===== config.mk =====
export PLATFORM = sky130hd
export DESIGN_NAME = shift_unit
export DESIGN_NICKNAME = d
export VERILOG_FILES = /design/src/rtl/shift_unit.sv
export SDC_FILE = /design/constraint.sdc
export NUM_CORES = 1
export LEC_CHECK = 0
export ABC_AREA = 1
export CELL_PAD_IN_SITES_DETAIL_PLACEMENT = 1
export CELL_PAD_IN_SITES_GLOBAL_PLACEMENT = 1
export CORE_ASPECT_RATIO = 1.25
export CORE_MARGIN = 2
export CORE_UTILIZATION = 37
export DETAILED_ROUTE_END_ITERATION = 8
export HOLD_SLACK_MARGIN = 0.08
export PLACE_DENSITY = 0.84
export SLEW_MARGIN = 20
export SYNTH_ARGS = -nofsm -noshare
export SYNTH_HDL_FRONTEND = slang
export SYNTH_SLANG_ARGS = --single-unit

===== constraint.sdc =====
create_clock -name clk -period 2.4 [get_ports clk]
set_input_delay 0.48 -clock clk [delete_from_list [all_inputs] [get_ports clk]]
set_output_delay 0.48 -clock clk [all_outputs]
set_load 0.02 [all_outputs]

===== src/rtl/shift_unit.sv =====
// Multi-bit shift/rotate unit: loads a zero-extended operand, then performs a
// shift-by-N one bit per clock with a start/busy/done handshake.
module shift_unit #(
  parameter int DATA_WIDTH = 8,
  parameter int IN_WIDTH   = 4,
  parameter int AMT_WIDTH  = 3
) (
  input  logic                  clk,
  input  logic                  reset,
  input  logic [IN_WIDTH-1:0]   in,
  input  logic                  loadEnable,
  input  logic                  start,
  input  logic [2:0]            mode,
  input  logic [AMT_WIDTH-1:0]  amount,
  output logic [DATA_WIDTH-1:0] out,
  output logic                  flag,
  output logic                  zero,
  output logic                  busy,
  output logic                  done
);

  typedef enum logic {IDLE, SHIFT} state_t;

  state_t               state;
  logic [2:0]           mode_q;
  logic [AMT_WIDTH-1:0] cnt;

  function automatic logic is_shift(input logic [2:0] m);
    return (m >= 3'd1) && (m <= 3'd5);
  endfunction

  // One 1-bit step; returns {flag, out}. Hold and reserved codes keep both.
  function automatic logic [DATA_WIDTH:0] step(input logic [2:0] m,
                                               input logic [DATA_WIDTH-1:0] v,
                                               input logic f);
    logic [DATA_WIDTH:0] r;
    r = {f, v};
    case (m)
      3'b001:  r = {v[DATA_WIDTH-1], v[DATA_WIDTH-2:0], 1'b0};
      3'b010:  r = {v[0], 1'b0, v[DATA_WIDTH-1:1]};
      3'b011:  r = {v[0], v[DATA_WIDTH-1], v[DATA_WIDTH-1:1]};
      3'b100:  r = {v[DATA_WIDTH-1], v[DATA_WIDTH-2:0], v[DATA_WIDTH-1]};
      3'b101:  r = {v[0], v[0], v[DATA_WIDTH-1:1]};
      default: r = {f, v};
    endcase
    return r;
  endfunction

  always_ff @(posedge clk) begin
    if (!reset) begin
      state  <= IDLE;
      out    <= '0;
      flag   <= 1'b0;
      busy   <= 1'b0;
      done   <= 1'b0;
      cnt    <= '0;
      mode_q <= 3'b000;
    end else begin
      done <= 1'b0;
      case (state)
        IDLE: begin
          if (loadEnable) begin
            out  <= DATA_WIDTH'(in);
            flag <= 1'b0;
          end else if (start) begin
            mode_q <= mode;
            if (amount == '0 || !is_shift(mode)) begin
              done <= 1'b1;
            end else begin
              // The accepting edge already performs the first step.
              {flag, out} <= step(mode, out, flag);
              cnt         <= amount - AMT_WIDTH'(1);
              if (amount != AMT_WIDTH'(1)) begin
                state <= SHIFT;
                busy  <= 1'b1;
              end else begin
                done <= 1'b1;
              end
            end
          end
        end
        SHIFT: begin
          {flag, out} <= step(mode_q, out, flag);
          cnt         <= cnt - AMT_WIDTH'(1);
          if (cnt == AMT_WIDTH'(1)) begin
            state <= IDLE;
            busy  <= 1'b0;
            done  <= 1'b1;
          end
        end
        default: state <= IDLE;
      endcase
    end
  end

  assign zero = (out == '0);

endmodule


# [Word-level counts from Yosys, hierarchy flattened]
# Index checks and enable logic that the tools add are counted.
# W data, S select, Z words.
[totals] input_bits=14 output_inout_bits=12 ff_bits=18
[classes] reduce_logical=10 bitwise=2 n_mux=32 n_addsub=2 order_cmp=2 n_eq_ne=25
[op_table] cell="$pmux W9 S5" count=2
[op_table] cell="$mux W8" count=3
[op_table] cell="$mux W1" count=18
[op_table] cell="$pmux W8 S2" count=1
[op_table] cell="$eq A3 B2 Y1 const B" count=4
[op_table] cell="$eq A3 B3 Y1 const B" count=4
[op_table] cell="$ne A2 B2 Y1 const B" count=5
[op_table] cell="$eq A3 B1 Y1 const B" count=3
[op_table] cell="$mux W3" count=3
[op_table] cell="$ne A3 B3 Y1 const B" count=3
[op_table] cell="$logic_not A8 Y1" count=1
[op_table] cell="$pmux W1 S2" count=4
[op_table] cell="$ne A7 B2 Y1 const B" count=1
[op_table] cell="$ne A6 B1 Y1 const B" count=1
[op_table] cell="$ne A6 B2 Y1 const B" count=1
[op_table] cell="$pmux W3 S2" count=1
[op_table] cell="$reduce_and A3 Y1" count=2
[op_table] cell="$reduce_and A6 Y1" count=1
[op_table] cell="$sub A3 B1 Y3 const B" count=2
[op_table] cell="$ne A5 B1 Y1 const B" count=1
[op_table] cell="$reduce_and A5 Y1" count=1
[op_table] cell="$reduce_and A4 Y1" count=1
[op_table] cell="$ge A3 B1 Y1 const B" count=1
[op_table] cell="$le A3 B3 Y1 const B" count=1
[op_table] cell="7 further kinds" count=8

# [Longest topological paths before layout]
# Gate-level depths: netlist (run 1).
[logic_depth] ltp_word=8 mapped_depth=10

# [Worst setup path before layout (run 1)]
# No wires, ideal clock.
[synth_timing] path_kind="register -> output" from="register out[0]" to="output zero" t_arrival_ns=1.067 path_buffers=0 stages_incl_launch_ff=4 setup_slack_ns=0.853 path_cell_list="dfxtp_1 inv_1 nand3_1 nor3_1"
[synth_via] elab_chain_cells=1
[synth_rtl] item="start: declaration" line_no="15" source="output logic [DATA_WIDTH-1:0] out,"
[synth_rtl] item="start signal: assignment" line_no="63" source="out <= DATA_WIDTH'(in);"
[synth_rtl] item="start signal: assignment" line_no="71" source="{flag, out} <= step(mode, out, flag);"
[synth_rtl] item="start signal: assignment" line_no="83" source="{flag, out} <= step(mode_q, out, flag);"
[synth_rtl] item="$logic_not A8 Y1" line_no="96" source="assign zero = (out == '0);"
[synth_rtl] item="end: declaration" line_no="17" source="output logic zero,"
# No other way between the ends.

# [Worst setup path after layout (run 1)]
# Ends and elaborated chain as after synthesis.

==> summary.md, run 1 <==
| Metric | Value |
|---|---|
| Syn_nets | `about 240` |
| ANT nets after route | `0` |
| Setup Buffers After CTS | `0` |
| Via count | `1424` |
| Fin Setup TNS | `0 ns` |
| CTS clock-pin slew for the worst setup and hold paths | `roughly 0.080 ns` |
| Post-Syn Area | `between 1000 and 1500 um^2` |
| Critical-path top delay cell | `clkdlybuf4s50_1` |
| Worst Tran Pin Value | `between 0.6 and 0.7 ns` |
| Distinct cells, synth | `20` |
| Core area | `approximately 3400 um^2` |
| Fin crit share | `roughly 90%` |
| Vias per inst | `about 5` |
| Status | `finished clean` |
| Drt first pass iters | `4` |
| Chip width | `around 57 um` |
| Clk_skew | `roughly 0.0033 ns` |
| Kind of end point of the critical path | `primary output` |
| Max IR drop VDD | `between 0.0002 and 0.0003 V` |
| Pin count of the biggest net entering global routing | `17` |
| DRC | `0` |
| Wirelength, routed | `~3.7 mm` |
| Max cap viols | `0` |
| FP Rows | `24` |
| Ys Warns | `0` |
| Commonest non-fill, non-tap cell in the layout | `nand2_1` |
| DIE HEIGHT | `around 70 um` |
| Hold WC Path Type | `register to register` |
| Setup-failing EPs final | `0` |
| Crit path max fanout | `4` |
| Initial antenna violation count | `0` |
| GR Overflow Total | `0` |
| First-pass GRT wire length | `around 6.6 mm` |
| Root Driver | `clkbuf_8` |
| Clk sink count | `18` |
| CP Buf/Inv Count | `2` |
| Crit Path Class | `register to primary output` |
| RSZ-0062 raised after global routing | `false` |
| Synthesized flop and latch total | `18` |
| Seq/Total Area, Yosys | `between 20% and 30%` |
| Max Clock Freq | `about 0.46 GHz` |
| Slowest stage delay, CP | `roughly 0.64 ns` |
| CTS tree | `yes` |
| Layout area overhead | `25.0%` |
| Worst EP arrival | `about 1.7 ns` |
| Startpoint types | `register` |
| Minimum clock period | `2.17 ns` |
| Critical Path RT | `1.92 ns` |
| Pwr Density | `around 560 nW/um^2` |
| Max-slew violations | `0` |
| Port Buffers | `25` |
| Layout net count | `268` |
| CP cell instances | `inv_1 -> nand3_1 -> nor3_1 -> clkdlybuf4s50_1` |
| Post-cts hold buffer count | `0` |
| CTS max path bufs | `2` |
| Relative slew slack | `about 58%` |
| Initial core utilization | `37.7%` |
| Routability cong. | `0.823` |
| Endpoints failing hold | `0` |
| Ports | `26` |
| WL per Instance | `about 13 um` |
| # placed instances | `between 200 and 300` |
| DPL Wire Length | `~2.9 mm` |
| Die area | `3980 um^2` |
| CP top delay family | `buffers and inverters` |
| Lkg Pwr | `0.783 nW` |
| Layout cells sized above 1 | `4.45%` |
| Hold slack | `between 0.4 and 0.5 ns` |
| Post-Synthesis Cells | `about 220` |
| Max H-tree Level | `1` |
| Vias in the first global route | `roughly 1400` |
| Num CTS Buffers | `3` |
| Worst-skew pair later-pin latency | `approximately 0.27 ns` |
| N_diodes | `0` |
| Syn Area/Cell | `a little under 6 um^2` |
| Most frequent cells in the layout | `nand2_1, nor2_1, inv_1` |
| Layout Cells excl Fill | `286` |
| CTS resizes | `0` |
| DRT iter0 DRCs | `39` |
| Overall routing resource usage | `a little over a fifth` |
metrics by stage:
| step | worst slack, ns | total power, W | area [um^2] | utilization [%] |
|---|---|---|---|---|
| 4_1_cts | 0.225 | 0.000915 | 1610 | 47.1 |
| 3_3_place_gp | 0.346 | 0.000681 | 1570 | 45.9 |
| 6_report | 0.231 | 0.000908 | 1610 | 47.1 |
| 3_5_place_dp | 0.291 | 0.000689 | 1570 | 45.9 |
| 2_1_floorplan | 0.853 | 0.000566 | 1290 | - |
| 5_1_grt | 0.124 | 0.000970 | 1610 | 47.1 |
where the power goes:
group	total (W)	internal, W	switching (W)
Sequential	0.000358	0.000329	0.0000290
Clock	0.000229	0.000112	0.000117
Combinational	0.000321	0.000131	0.000190
final cells by class:
class,count,area [um^2]
Multi-Input combinational cell,170,793
Inverter,30,113
Timing Repair Buffer,26,258
Clock buffer,3,41.3
Sequential cell,18,360
Tap cell,39,48.8
Fill cell,503,1810
cell usage after synthesis, drive strengths merged:
master	count	area, um^2
nor3	1	5.00
nand3	28	145
o21ai	10	50.1
nand2	75	292
xor2	1	8.76
inv	30	113
buf	3	21.3
ha	5	62.6
nor2	37	154
nand4	4	31.3
clkbuf	1	3.75
a21oi	9	45.0
dfxtp	18	360
kinds of logic after synthesis:
family	count (synthesis)	share of synthesized area [%]
compound gates	19	7.36
simple gates	145	48.5
flops	18	27.9
xor+xnor	1	0.678
fa+ha+maj	5	4.84
buf+inv	34	10.7
worst paths after layout:
check | startpoint | end | slack (ns) | depth (start not counted)
worst max-delay path | out[0] | zero | 0.23 | 4
worst min-delay path | busy | busy | 0.47 | 2
worst max register to register | state | done | 0.83 | 6
worst min register to register | busy | busy | 0.47 | 2
sequential cells by signal, indices dropped and copies added, names as in the netlist:
register and cells:
cnt 3, mode_q 3, out 8, busy 1, done 1, state 1
flag 1
layer usage:
| metal | share of wire [%] | global-route usage [%] | up-vias |
|---|---|---|---|
| li1 | - | - | 745 |
| met1 | 50 | 28.8 | 656 |
| met2 | 46 | 34.2 | 18 |
| met3 | 2.3 | 2.22 | 5 |
| met4 | 1.5 | 6.98 | 0 |
| met5 | 0 | 0 | - |
worst reg2reg max path, cell delays in order (launching register included):
cell,delay [ns]
dfxtp_1,0.42
buf_4,0.22
nor2_4,0.23
inv_1,0.15
nor2_4,0.20
o21ai_0,0.14
a21oi_1,0.13
Power figures use the tool's default switching activity.
==> run 2: changes to the inputs <==
--- a/config.mk
+++ b/config.mk
@@ -9,7 +9,7 @@
 export CELL_PAD_IN_SITES_DETAIL_PLACEMENT = 1
 export CELL_PAD_IN_SITES_GLOBAL_PLACEMENT = 1
 export CORE_ASPECT_RATIO = 1.25
-export CORE_MARGIN = 2
+export CORE_MARGIN = 3
 export CORE_UTILIZATION = 37
 export DETAILED_ROUTE_END_ITERATION = 8
 export HOLD_SLACK_MARGIN = 0.08
==> run 2 against run 1 <==
Setup slack got worse by 0.043 ns. Maximum frequency fell by 2.0%. Critical path depth did not move. Die area rose by 6.5%. Clock skew fell by 0.0018 ns. Via count rose by 1.4%. Highest routed layer unchanged. Largest cell class unchanged. Utilization rose by 2.4 points. Cell area rose by 0.70%. Sequential power barely moved. First-iteration DRC count rose by 18%.
==> summary.md, run 2 (same netlist as run 1, synthesis figures left out) <==
| Metric | Value |
|---|---|
| Status | `finished clean` |
| Post-place instance area | `around 1600 um^2` |
| Ports | `26` |
| Hold slack | `about 0.48 ns` |
| DRT iter0 DRCs | `46` |
| Clk_skew | `about 0.0016 ns` |
| ANT nets after route | `0` |
| Vias in the first global route | `1416` |
| Max H-tree Level | `1` |
| CTS max path bufs | `2` |
| Routability cong. | `0.795` |
| Num CTS Buffers | `3` |
| Biggest register | `out` |
| Commonest non-fill, non-tap cell in the layout | `nand2_1` |
| Crit Path Class | `register to primary output` |
| CP cell instances | `inv_1 -> nand3_1 -> nor3_1 -> clkdlybuf4s50_1` |
| Chip width | `between 50 and 60 um` |
| Critical-path top delay cell | `clkdlybuf4s50_1` |
| Port Buffers | `25` |
| Minimum clock period | `about 2.2 ns` |
| Wirelength, routed | `3.77 mm` |
| Max cap viols | `0` |
| Setup Buffers After CTS | `0` |
| Worst Tran Pin Value | `0.652 ns` |
| WL per Instance | `around 13 um` |
| Vias per inst | `5.07` |
| Layout area overhead | `25.9%` |
| Final instance area | `1630 um^2` |
| RSZ-0062 raised after global routing | `false` |
| Pwr Density | `a little under 600 nW/um^2` |
| Startpoint types | `register` |
| Endpoints failing hold | `0` |
| Pin count of the biggest net entering global routing | `17` |
| DIE HEIGHT | `72.1 um` |
| Clk sink count | `18` |
| Max Clock Freq | `0.452 GHz` |
| Via count | `approximately 1400` |
| FP Rows | `23` |
| Fin crit share | `approximately 92%` |
| Core area | `between 3000 and 4000 um^2` |
| Fin Setup TNS | `0 ns` |
| Setup-failing EPs final | `0` |
| CTS tree | `yes` |
| Number of flip-flops in the largest register | `8` |
| Tot Pwr | `0.000939 W` |
| Fillcell total | `about 460` |
| Initial antenna violation count | `0` |
| Most frequent cells in the layout | `nand2_1, nor2_1, inv_1` |
| Slowest stage delay, CP | `around 0.65 ns` |
| GR Overflow Total | `0` |
| DPL Wire Length | `between 2 and 3 mm` |
| Layout cells sized above 1 | `under 10%` |
| Worst-skew pair later-pin latency | `about 0.26 ns` |
| Initial core utilization | `39.4%` |
| Max IR drop VDD | `0.000284 V` |
| Max-slew violations | `0` |
| Crit path max fanout | `4` |
| Layout Cells excl Fill | `285` |
| Largest registers | `out: 8 flops, cnt: 3 flops, mode_q: 3 flops` |
| Relative slew slack | `between 50% and 60%` |
| Drt first pass iters | `4` |
| DRC | `0` |
| Kind of end point of the critical path | `primary output` |
| N_diodes | `0` |
| Worst EP arrival | `1.73 ns` |
| Root Driver | `clkbuf_8` |
| CTS clock-pin slew for the worst setup and hold paths | `0.07 ns` |
| # placed instances | `281` |
| CTS resizes | `0` |
| Die area | `4240 um^2` |
| Post-cts hold buffer count | `0` |
| Lkg Pwr | `0.790 nW` |
| Critical Path RT | `between 1.5 and 2 ns` |
| Layout net count | `about 270` |
| Hold WC Path Type | `register to register` |
| First-pass GRT wire length | `about 6.5 mm` |
| Overall routing resource usage | `about 20%` |
[run 2: cell count changes in the layout (fill, tap and decap cells not counted)]
cell / previous run / this run
clkbuf_8: 3 / 4
[run 2: worst paths after layout]
| kind | cells after the start | to | slack (ns) | from |
|---|---|---|---|---|
| max reg2reg | 6 | done | 0.84 | state |
| min reg2reg | 2 | busy | 0.48 | busy |
| max | 4 | zero | 0.19 | out[0] |
| min | 2 | busy | 0.48 | busy |
[run 2: per-stage QoR]
| stage | setup slack [ns] | utilization, % |
|---|---|---|
| floorplan | 0.853 | - |
| CTS | 0.185 | 49.5 |
| finish | 0.187 | 49.5 |
| global placement | 0.364 | 47.9 |
| detailed placement | 0.327 | 47.9 |
| global route | 0.154 | 49.5 |
[run 2: critical path, delay by kind of cell (launching register included)]
kind | cells | cell delay [ns]
and+or+nand+nor | 2 | 0.35
buffers and inverters | 2 | 0.79
DFF | 1 | 0.35
[run 2: routing by layer]
layer  vias up  share of wire, %  wire [um]  GRT usage, %
met5         -                 0          0             0
met4         0               1.6         62          8.82
met3         6               2.9        109          2.67
met2        26                47       1760          30.7
met1       667                49       1840          26.5
li1        745                 -          -             -
[run 2: final cells by class]
type	count	area [um^2]	area share, %
clock buffers	4	55.1	3.39
inverters	30	113	6.93
multi-input cells	170	793	48.8
flip-flops and latches	18	360	22.2
well taps	37	46.3	2.85
repair buffers	26	258	15.9
[run 2: power breakdown]
| part | internal (W) | switching [W] | total [W] |
|---|---|---|---|
| logic | 0.000131 | 0.000194 | 0.000325 |
| clock network | 0.000146 | 0.000110 | 0.000257 |
| registers | 0.000329 | 0.0000288 | 0.000358 |
==> run 3: changes to the inputs <==
--- a/config.mk
+++ b/config.mk
@@ -6,14 +6,12 @@
 export NUM_CORES = 1
 export LEC_CHECK = 0
 export ABC_AREA = 1
-export CELL_PAD_IN_SITES_DETAIL_PLACEMENT = 1
-export CELL_PAD_IN_SITES_GLOBAL_PLACEMENT = 1
 export CORE_ASPECT_RATIO = 1.25
 export CORE_MARGIN = 3
-export CORE_UTILIZATION = 37
+export CORE_UTILIZATION = 40
 export DETAILED_ROUTE_END_ITERATION = 8
 export HOLD_SLACK_MARGIN = 0.08
-export PLACE_DENSITY = 0.84
+export PLACE_DENSITY = 0.65
 export SLEW_MARGIN = 20
 export SYNTH_ARGS = -nofsm -noshare
 export SYNTH_HDL_FRONTEND = slang
==> run 3 against run 2 <==
Register-to-register slack gained 0.05 ns. Combinational power is 4% lower. Sequential share of layout area rose by 0.47 points. Clock skew rose by 0.0011 ns. Die area fell by 6.8%. Cell count is 0.70% lower. Wire length fell by 16%. Global-route usage is 2.7 points lower. First-iteration DRC count shrank 11%. Hold slack hardly changed. Sequential cell count stayed put. Maximum frequency increased by 2.6%. Critical path type unchanged.
==> summary.md, run 3 (same netlist as run 1, synthesis figures left out) <==
| Metric | Value |
|---|---|
| N_diodes | `0` |
| Relative slew slack | `roughly 57%` |
| ANT nets after route | `0` |
| Sw Share | `a little under two fifths` |
| Fin crit share | `about 90%` |
| Max-slew violations | `0` |
| Post-place instance area | `around 1600 um^2` |
| Vias per inst | `roughly 5` |
| Pin count of the biggest net entering global routing | `17` |
| FP Rows | `22` |
| Fin Setup TNS | `0 ns` |
| Endpoints failing hold | `0` |
| GR Overflow Total | `0` |
| Final instance area | `1590 um^2` |
| Met2 usage | `about 30%` |
| Grt met1 use | `between 20% and 30%` |
| Kind of end point of the critical path | `primary output` |
| Largest registers | `out: 8 flops, cnt: 3 flops, mode_q: 3 flops` |
| DIE HEIGHT | `just under 70 um` |
| Layout cells sized above 1 | `4.45%` |
| Reg2Reg Depth | `7` |
| CTS clock-pin slew for the worst setup and hold paths | `around 0.12 ns` |
| DPL Wire Length | `roughly 2.4 mm` |
| DRT iter0 DRCs | `a little over 40` |
| Minimum clock period | `approximately 2.2 ns` |
| Post-layout util | `52.6%` |
| Layout net count | `around 270` |
| Most frequent cells in the layout | `nand2_1, nor2_1, inv_1` |
| Post-cts hold buffer count | `0` |
| Clk sink count | `18` |
| CTS resizes | `0` |
| Clk pwr share | `19.9%` |
| Vias in the first global route | `about 1300` |
| Port Buffers | `25` |
| Pwr Density | `about 520 nW/um^2` |
| Pre-CTS WS | `between 0.3 and 0.4 ns` |
| Initial antenna violation count | `0` |
| Layout area overhead | `23.3%` |
| Sequential Power Share | `a little over two fifths` |
| Crit path max fanout | `4` |
| Max IR drop VDD | `approximately 0.00031 V` |
| Core area | `about 3000 um^2` |
| Overall routing resource usage | `between 15 and 20%` |
| RSZ-0062 raised after global routing | `false` |
| Via count | `about 1400` |
| Psw | `between 0.0003 and 0.0004 W` |
| Hold WC Path Type | `register to register` |
| Setup WS post-layout | `around 0.24 ns` |
| Lkg Pwr | `a little under 0.8 nW` |
| Wirelength, routed | `between 3 and 4 mm` |
| GRT Max-Usage Layer | `met2` |
| Combinational Power Share | `between 30% and 40%` |
| CTS max path bufs | `2` |
| Met3 Use GR | `between 2 and 2.5%` |
| Crit Path Class | `register to primary output` |
| Worst hold stages | `2` |
| Commonest non-fill, non-tap cell in the layout | `nand2_1` |
| Worst EP arrival | `roughly 1.7 ns` |
| Internal power | `0.000518 W` |
| Die area | `slightly below 4000 um^2` |
| Drt first pass iters | `4` |
| Startpoint types | `register` |
| Routability cong. | `approximately 0.89` |
| Biggest register | `out` |
| Max H-tree Level | `1` |
| Clk_skew | `around 0.0026 ns` |
| DRC | `0` |
| Worst-skew pair later-pin latency | `about 0.30 ns` |
| Setup Buffers After CTS | `0` |
| Max Clock Freq | `around 0.46 GHz` |
| Chip width | `about 57 um` |
| Root Driver | `clkbuf_4` |
| CTS tree | `yes` |
| Number of flip-flops in the largest register | `8` |
| Num CTS Buffers | `3` |
| Max cap viols | `0` |
| Setup-failing EPs final | `0` |
| Status | `finished clean` |
| Fillcell total | `around 350` |
| WL per Instance | `~11 um` |
| Initial core utilization | `a little over two fifths` |
| Worst Tran Pin Value | `about 0.65 ns` |
| Ports | `26` |
| Critical Path RT | `roughly 1.9 ns` |
| First-pass GRT wire length | `approximately 5.5 mm` |
-- run 3: worst paths after layout --
kind                             start     end  slack, ns
worst max-delay path            out[0]    zero       0.24
worst min-delay path              busy    busy       0.48
worst max register to register   state  out[0]       0.89
worst min register to register    busy    busy       0.48
-- run 3: worst max-delay path: stages, from the launching register on --
cell             delay [ns]
dfxtp_1                0.35
inv_1                  0.12
nand3_1                0.09
nor3_1                 0.19
clkdlybuf4s50_1        0.63
-- run 3: cell type report --
cell class | count | area [um^2] | area share (%)
clock buffer | 3 | 22.5 | 1.42
timing repair buffer | 26 | 258 | 16.2
tap | 36 | 45.0 | 2.83
inverter | 30 | 113 | 7.08
sequential | 18 | 360 | 22.6
multi-input combinational | 170 | 793 | 49.8
-- run 3: routing by layer --
| layer | vias to the layer above | wire length, um |
|---|---|---|
| li1 | 748 | - |
| met1 | 599 | 1510 |
| met2 | 29 | 1510 |
| met3 | 2 | 112 |
| met4 | 0 | 24 |
| met5 | - | 0 |
-- run 3: power by group through the flow --
stage	clock, W	combinational, W	sequential (W)
after floorplan	0	0.000186	0.000380
after global placement	0	0.000312	0.000364
after detailed placement	0	0.000313	0.000364
after CTS	0.000166	0.000314	0.000357
after global routing	0.000174	0.000357	0.000363
final	0.000166	0.000312	0.000357
-- run 3: per-stage QoR --
| stage | hold slack (ns) | power, W | instances |
|---|---|---|---|
| final | 0.480 | 0.000835 | 283 |
| after detailed placement | 0.463 | 0.000677 | 280 |
| after global routing | 0.507 | 0.000893 | 283 |
| after floorplan | 0.440 | 0.000566 | 222 |
| after CTS | 0.483 | 0.000837 | 283 |
| after global placement | 0.463 | 0.000677 | 280 |
